**src/rtl/sine_pkg.sv**
```systemverilog
// Shared defaults and FSM state type for the sine burst scheduler.
package sine_pkg;

  localparam int SINE_DWIDTH = 14;
  localparam int SINE_UNR    = 4;
  localparam int SINE_LWIDTH = 16;

  typedef enum logic [1:0] {
    IDLE  = 2'd0,
    RUN   = 2'd1,
    DRAIN = 2'd2
  } state_e;

endpackage

```
**src/rtl/sine.sv**
```systemverilog
// Combinational multi-lane sine: parabolic approximation of one full period
// over 2^DWIDTH phase steps, amplitude 2^(DWIDTH-1), two's complement lanes.
module sine
  import sine_pkg::*;
#(
  parameter int DWIDTH = SINE_DWIDTH,
  parameter int UNR    = SINE_UNR
) (
  input  logic [UNR-1:0][DWIDTH-1:0] phase_i,
  output logic [UNR-1:0][DWIDTH:0]   sine_o
);

  localparam int HALF  = 1 << (DWIDTH - 1);
  localparam int SHIFT = DWIDTH - 3;

  // Each half period is x*(HALF-x) scaled so the peak lands on HALF;
  // the phase MSB selects the negative half.
  function automatic logic signed [DWIDTH:0] para_sin(input logic [DWIDTH-1:0] p);
    logic [DWIDTH-2:0]   x;
    logic [DWIDTH-1:0]   xc;
    logic [2*DWIDTH-2:0] prod;
    logic [DWIDTH:0]     mag;
    x    = p[DWIDTH-2:0];
    xc   = DWIDTH'(HALF) - {1'b0, x};
    prod = (2*DWIDTH-1)'(x) * (2*DWIDTH-1)'(xc);
    mag  = (DWIDTH+1)'(prod >> SHIFT);
    return p[DWIDTH-1] ? -$signed(mag) : $signed(mag);
  endfunction

  always_comb begin
    for (int k = 0; k < UNR; k++) begin
      sine_o[k] = para_sin(phase_i[k]);
    end
  end

endmodule

```
**src/rtl/sine_sched.sv**
```systemverilog
// Burst scheduler: emits burst_len beats of UNR sine lanes per beat over a
// valid/ready output register, stepping the lane phase by phase_inc.
module sine_sched
  import sine_pkg::*;
#(
  parameter int DWIDTH = SINE_DWIDTH,
  parameter int UNR    = SINE_UNR,
  parameter int LWIDTH = SINE_LWIDTH
) (
  input  logic                       clk,
  input  logic                       rst,
  input  logic                       start,
  input  logic                       abort,
  input  logic [DWIDTH-1:0]          phase_init,
  input  logic [DWIDTH-1:0]          phase_inc,
  input  logic [LWIDTH-1:0]          burst_len,
  input  logic                       out_ready,
  output logic                       out_valid,
  output logic [UNR-1:0][DWIDTH:0]   out_data,
  output logic                       out_last,
  output logic                       busy,
  output logic                       done
);

  state_e                     state_q;
  logic [DWIDTH-1:0]          phase_q;
  logic [DWIDTH-1:0]          phase_d;
  logic [DWIDTH-1:0]          inc_q;
  logic [LWIDTH-1:0]          remain_q;
  logic                       valid_q;
  logic                       last_q;
  logic                       done_q;
  logic [UNR-1:0][DWIDTH:0]   data_q;
  logic [UNR-1:0][DWIDTH-1:0] lane_phase;
  logic [UNR-1:0][DWIDTH:0]   lane_sin;
  logic                       load_en;

  assign load_en = !valid_q || out_ready;
  assign phase_d = phase_q + DWIDTH'(UNR) * inc_q;

  // Lane sums wrap modulo 2^DWIDTH by truncation.
  always_comb begin
    for (int k = 0; k < UNR; k++) begin
      lane_phase[k] = phase_q + DWIDTH'(k) * inc_q;
    end
  end

  sine #(
    .DWIDTH (DWIDTH),
    .UNR    (UNR)
  ) u_sine (
    .phase_i (lane_phase),
    .sine_o  (lane_sin)
  );

  always_ff @(posedge clk) begin
    if (rst) begin
      state_q  <= IDLE;
      phase_q  <= '0;
      inc_q    <= '0;
      remain_q <= '0;
      valid_q  <= 1'b0;
      last_q   <= 1'b0;
      done_q   <= 1'b0;
      data_q   <= '0;
    end else begin
      done_q <= 1'b0;
      case (state_q)
        IDLE: begin
          if (start && !abort) begin
            if (burst_len == '0) begin
              done_q <= 1'b1;
            end else begin
              phase_q  <= phase_init;
              inc_q    <= phase_inc;
              remain_q <= burst_len;
              state_q  <= RUN;
            end
          end
        end
        RUN: begin
          if (abort) begin
            state_q <= IDLE;
            valid_q <= 1'b0;
            last_q  <= 1'b0;
          end else if (load_en) begin
            data_q   <= lane_sin;
            valid_q  <= 1'b1;
            last_q   <= (remain_q == LWIDTH'(1));
            phase_q  <= phase_d;
            remain_q <= remain_q - LWIDTH'(1);
            if (remain_q == LWIDTH'(1)) begin
              state_q <= DRAIN;
            end
          end
        end
        DRAIN: begin
          if (abort) begin
            state_q <= IDLE;
            valid_q <= 1'b0;
            last_q  <= 1'b0;
          end else if (valid_q && out_ready) begin
            state_q <= IDLE;
            valid_q <= 1'b0;
            last_q  <= 1'b0;
            done_q  <= 1'b1;
          end
        end
        default: state_q <= IDLE;
      endcase
    end
  end

  assign out_valid = valid_q;
  assign out_last  = last_q;
  assign out_data  = data_q;
  assign done      = done_q;
  assign busy      = (state_q != IDLE);

endmodule
```
**config.mk**
```make
export PLATFORM = sky130hd
export DESIGN_NAME = sine_sched
export DESIGN_NICKNAME = d
export VERILOG_FILES = /design/src/rtl/sine_pkg.sv /design/src/rtl/sine.sv /design/src/rtl/sine_sched.sv
export SDC_FILE = /design/constraint.sdc
export NUM_CORES = 2
export LEC_CHECK = 0
export BUFFER_PORTS_ARGS = -buffer_cell sky130_fd_sc_hd__buf_2
export CAP_MARGIN = 20
export CORE_ASPECT_RATIO = 0.6
export CORE_MARGIN = 2
export CORE_UTILIZATION = 50
export CTS_CLUSTER_SIZE = 16
export DETAILED_ROUTE_END_ITERATION = 10
export GPL_TIMING_DRIVEN = 0
export PLACE_DENSITY = 0.67
export SETUP_SLACK_MARGIN = 0.3
export SYNTH_ARGS = -nofsm -noshare
export SYNTH_HDL_FRONTEND = slang
export SYNTH_HIERARCHICAL = 1
export SYNTH_SLANG_ARGS = --single-unit
```
**constraint.sdc**
```tcl
create_clock -name clk -period 12.88 [get_ports clk]
set_input_delay 3.22 -clock clk [delete_from_list [all_inputs] [get_ports clk]]
set_output_delay 3.22 -clock clk [all_outputs]
set_load 0.05 [all_outputs]
```
[Yosys cells after proc, flatten, opt, wreduce, memory -nomap -nowiden]
Index checks and enable logic that the tools add are counted.
Operators by class
  add/sub/neg operators: 13
  $mul: 5
  equality and inequality tests: 10
  mux-type cells: 35
  bitwise operators: 2
  reduce and logical (&&, ||, !) cells: 15
Operator list (number)
  multiplier 13 x 14 -> 26 bit: 4
  2-to-1 mux 16 bit: 4
  2-to-1 mux 15 bit: 4
  negation 15 bit: 4
  adder 14 bit: 4
  2-to-1 mux 14 bit: 4
  subtractor 14 x 13 -> 14 bit (first input constant): 4
  one-hot mux 16 bit (2 select lines): 1
  one-hot mux 14 bit (2 select lines): 1
  == test 16 x 1 -> 1 bit (second input constant): 1
  zero test 16 bit: 1
  subtractor 16 x 1 -> 16 bit (second input constant): 1
  multiplier 2 x 14 -> 14 bit (first input constant): 1
  2-to-1 mux 2 bit: 7
  2-to-1 mux 1 bit: 10
  AND reduction 5 bit: 2
  != test 3 bit (second input constant): 3
  AND reduction 3 bit: 3
  != test 2 bit (second input constant): 4
  one-hot mux 1 bit (2 select lines): 3
  one-hot mux 2 bit (3 select lines): 1
  nonzero test 2 bit: 3
  == test 2 x 1 -> 1 bit (second input constant): 1
  == test 2 bit (second input constant): 1
  other kinds (5): 8
Storage, ports and cells
  register bits: 109
  input port bits: 49
  output and inout port bits: 64
  word-level logic and storage cells: 91

[Logic depth before layout (Yosys ltp)]
  word-level depth: 6
  mapped depth: 36
  gate-level depth less buffers: 34

[Modules after synthesis]
Netlist, hierarchy kept.
Modules (own cells, without submodules)
  sine: times used 1, cells each 2806, area each 24872.6 sq um, seq. area each 0.0 sq um
  sine_sched: times used 1, cells each 836, area each 6665.1 sq um, seq. area each 2182.1 sq um

[Worst setup path after synthesis]
Ideal clock, no wire load.
  path kind: reg2reg
  start point: register inc_q[1]
  end point: register data_q, in the netlist out_data[59]
  setup time: 0.070 ns
  arrival: 8.842 ns
  required time: 12.810 ns
  slack: 3.968 ns
  stages on the path, launching flop included: 35
  buffers on the path: 2
  clock period less this slack: 8.912 ns
  path through: dfxtp_1 -> fa_1 -> ha_1 -> fa_1 -> a211oi_1 -> o21bai_1 -> a211o_1 -> a31o_2 -> a21oi_1 -> xnor2_1 -> clkbuf_1 -> nor3_1 -> ha_1 -> nand2b_1 -> fa_1 -> fa_1 -> inv_1 -> fa_1 -> fa_1 -> inv_1 -> fa_1 -> inv_1 -> ha_1 -> clkbuf_1 -> and3_1 -> a31oi_1 -> o21ai_0 -> a2111oi_0 -> nor3_1 -> xnor2_1 -> nand3_1 -> o41ai_2 -> xnor2_1 -> nand2_1 -> a21oi_1
RTL lines
  from (decl): RTL line sine_sched.sv:28  | logic [DWIDTH-1:0] inc_q;
  from (signal assigned): RTL line sine_sched.sv:75  | inc_q <= phase_inc;
  to (signal assigned): RTL line sine_sched.sv:87  | data_q <= lane_sin;
  to (decl): RTL line sine_sched.sv:33  | logic [UNR-1:0][DWIDTH:0] data_q;

==> results.py <==
metrics = {
    "worst_setup_path": {
        "start_kind": "flip-flop",
        "critPathArrivalTime_ns": 11.55,
        "cp_num_buf_inv": 5,
        "crit_type": "flip-flop to flip-flop",
        "cp-end-kind": "flip-flop",
        "required_ns": 13.20,
        "cp_slowest_cell": "dfxtp_1",
        "worst-path-max-fanout": 15,
        "critical_path.top_delay_family": "adder cells",
        "crit_top_cell": "fa_1",
        "cp_slowest_stage_delay_ns": 0.94,
    },
    "timing": {
        "grt_setup_unrepaired": "no",
        "fin_tns_setup_ns": 0,
        "holdWs_ns": 0.4564,
        "fin_skew_ns": 0.02173,
        "relSlewSlack_pct": 21.69,
        "fin_crit_sh_pct": 87.21,
        "final_max_slew_viol_count": 0,
        "setup_viol": 0,
        "setup_slack_ns": 1.648,
        "tightest_slew_ns": 1.166,
        "hold_viol_final": 0,
        "max_freq_mhz": 89.03,
        "finalCriticalPeriod_ns": 11.23,
    },
    "floorplan": {
        "dieWidth_um": 328.2,
        "ioPinCount": 113,
        "core_area_um2": 62540,
        "die_area_um2": 65170,
        "rows": 71,
        "start_util_pct": 50.43,
        "die_y_um": 198.5,
    },
    "global_route": {
        "grt_pass1_vias": 24605,
        "grt_pass1_wl_um": 140200,
        "grt_antenna_before_repair": 6,
        "grt-ovfl-total": 0,
        "grt_usage_pct": 27.67,
        "grt_max_degree": 25,
    },
    "job": {
        "cap_viol_max_count": 0,
    },
    "routing": {
        "antenna_left": 0,
        "viasPerCell": 5.366,
        "wl_per_cell_um": 18.65,
        "first_iter_violations": 2343,
        "route.detailed.drc": 0,
        "vias": 25010,
        "wl_um": 86930,
        "drt_pass1_iterations": 6,
    },
    "cts": {
        "postCtsSetupBuffers": 0,
        "numClockSinks": 109,
        "clockBufferDepth": 2,
        "root_buffer": "clkbuf_16",
        "cts_made_buffers": 9,
        "cts_max_level": 3,
        "post_cts_resized": 0,
        "cts_tree": "yes",
        "cts_hold_buf": 0,
        "clkTransAtPathRegs_ns": 0.09,
        "clk_latency_ns": 0.40,
    },
    "finish": {
        "area_delta_synth_final_pct": 6.760,
        "layout-drive-gt1-share_pct": 4.584,
        "fin_util_pct": 53.84,
        "finalNetCount": 4768,
        "nFillCells": 5942,
    },
    "run_status": {
        "outcome": "complete, no violations",
    },
    "yosys": {
        "yosysSeqAreaShare_pct": 6.919,
        "synthTopCellsByCount": "650 x inv_1, 536 x fa_1, 370 x ha_1, 272 x nand2_1, 272 x nand2b_1",
        "ys_warn_count": 6,
        "yosysUniqueCellTypes": 88,
        "ys_ff_latch": 109,
        "postSynthAreaPerCell_um2": 8.659,
        "synthesis.instances": 3642,
        "synth_top_cell_area_share_pct": 34.02,
        "yosys.area.top_type": "fa_1",
        "synth_edf_count": 0,
        "ys.flop_type": "dfxtp_1",
        "synth_area_leaders": "fa_1 34%, ha_1 15%, inv_1 7.7%, dfxtp_1 6.9%, nand2b_1 5.4%",
        "async_flop_share_pct": 0,
        "syn_area_um2": 31540,
        "synth.most_common_cell": "inv_1",
    },
    "placement": {
        "hpwl_um": 73260,
        "post-place-ws_ns": 1.763,
        "gp_congestion": 0.9379,
        "numPortBuffers": 111,
    },
    "hold_path": {
        "hp-class": "flip-flop to flip-flop",
    },
}
## cell usage in the layout, fill, tap and decap left out, types with 11 or more instances in the layout
master / synthesis / routed
o31ai_1: 24 / 24
nor2b_1: 256 / 256
fa_1: 536 / 536
o21ai_1: 30 / 30
buf_2: 5 / 116
and4_1: 11 / 11
nor2_1: 167 / 167
or3_1: 14 / 14
nand2_1: 272 / 272
ha_1: 370 / 370
o21a_1: 14 / 14
nand4_1: 15 / 15
conb_1: 2 / 48
clkbuf_1: 120 / 120
xor2_1: 38 / 38
a21o_1: 35 / 35
nor3_1: 38 / 38
a21oi_1: 169 / 169
xnor2_1: 118 / 118
a211oi_1: 19 / 19
a22oi_1: 11 / 11
a31oi_1: 11 / 11
o21bai_1: 11 / 11
and2_1: 59 / 59
nand2b_1: 272 / 272
inv_1: 650 / 650
nand3_1: 32 / 32
mux2i_1: 18 / 18
o21ai_0: 63 / 63
dfxtp_1: 109 / 109
## cell type report
type	count	area, um^2	area share [%]
antenna	4	10.01	0.02973
buffer	125	475.5	1.412
clock buffer	9	225.2	0.6689
clock inverter	7	96.34	0.2861
inverter	654	2455	7.291
multi-input combinational	2800	26600	79.00
sequential	109	2182	6.481
tap	839	1050	3.118
timing repair buffer	114	578.1	1.717
## registers in the layout, summed over array words and instances (netlist names)
name,cells
done,1
inc_q,14
out_data,60
out_last,1
out_valid,1
phase_q,14
remain_q,16
state_q,2
## through the flow
| step | area, um^2 | instances |
|---|---|---|
| final | 33670 | 4661 |
| after CTS | 33640 | 4655 |
| after detailed placement | 33320 | 4639 |
| after global routing | 33660 | 4657 |
| after floorplan | 31710 | 3688 |
| after global placement | 33320 | 4638 |
## tightest hold or removal path: stages (launching register included)
cell and delay, ns:
dfxtp_1 0.32, nand2_1 0.05, a21oi_1 0.05
## final timing paths
check	start	to	slack, ns	cells past startpoint
worst min-delay path	out_data[33]	out_data[33]	0.46	2
worst min register to register	out_data[33]	out_data[33]	0.46	2
worst max register to register	phase_q[3]	out_data[59]	1.65	32
worst max-delay path	phase_q[3]	out_data[59]	1.65	32
## cell families after synthesis
kind of cell | share of synthesized area (%)
other cells | 0.02381
buf+inv | 9.291
mux | 0.6427
flops | 6.919
xor+xnor | 4.332
compound gates | 9.756
fa+ha+maj | 48.70
simple gates | 20.33
## routing by layer
layer | vias up | global-route usage [%] | part of all wire, %
met5 | - | 0 | 0.031
met4 | 4 | 2.824 | 0.82
met3 | 39 | 10.81 | 13
met2 | 1045 | 35.35 | 36
met1 | 12119 | 44.01 | 50
li1 | 11803 | - | -
Power is left out: the tool's default activity adds up to more than one toggle a clock period on the data nets, which glitch-free logic cannot reach.
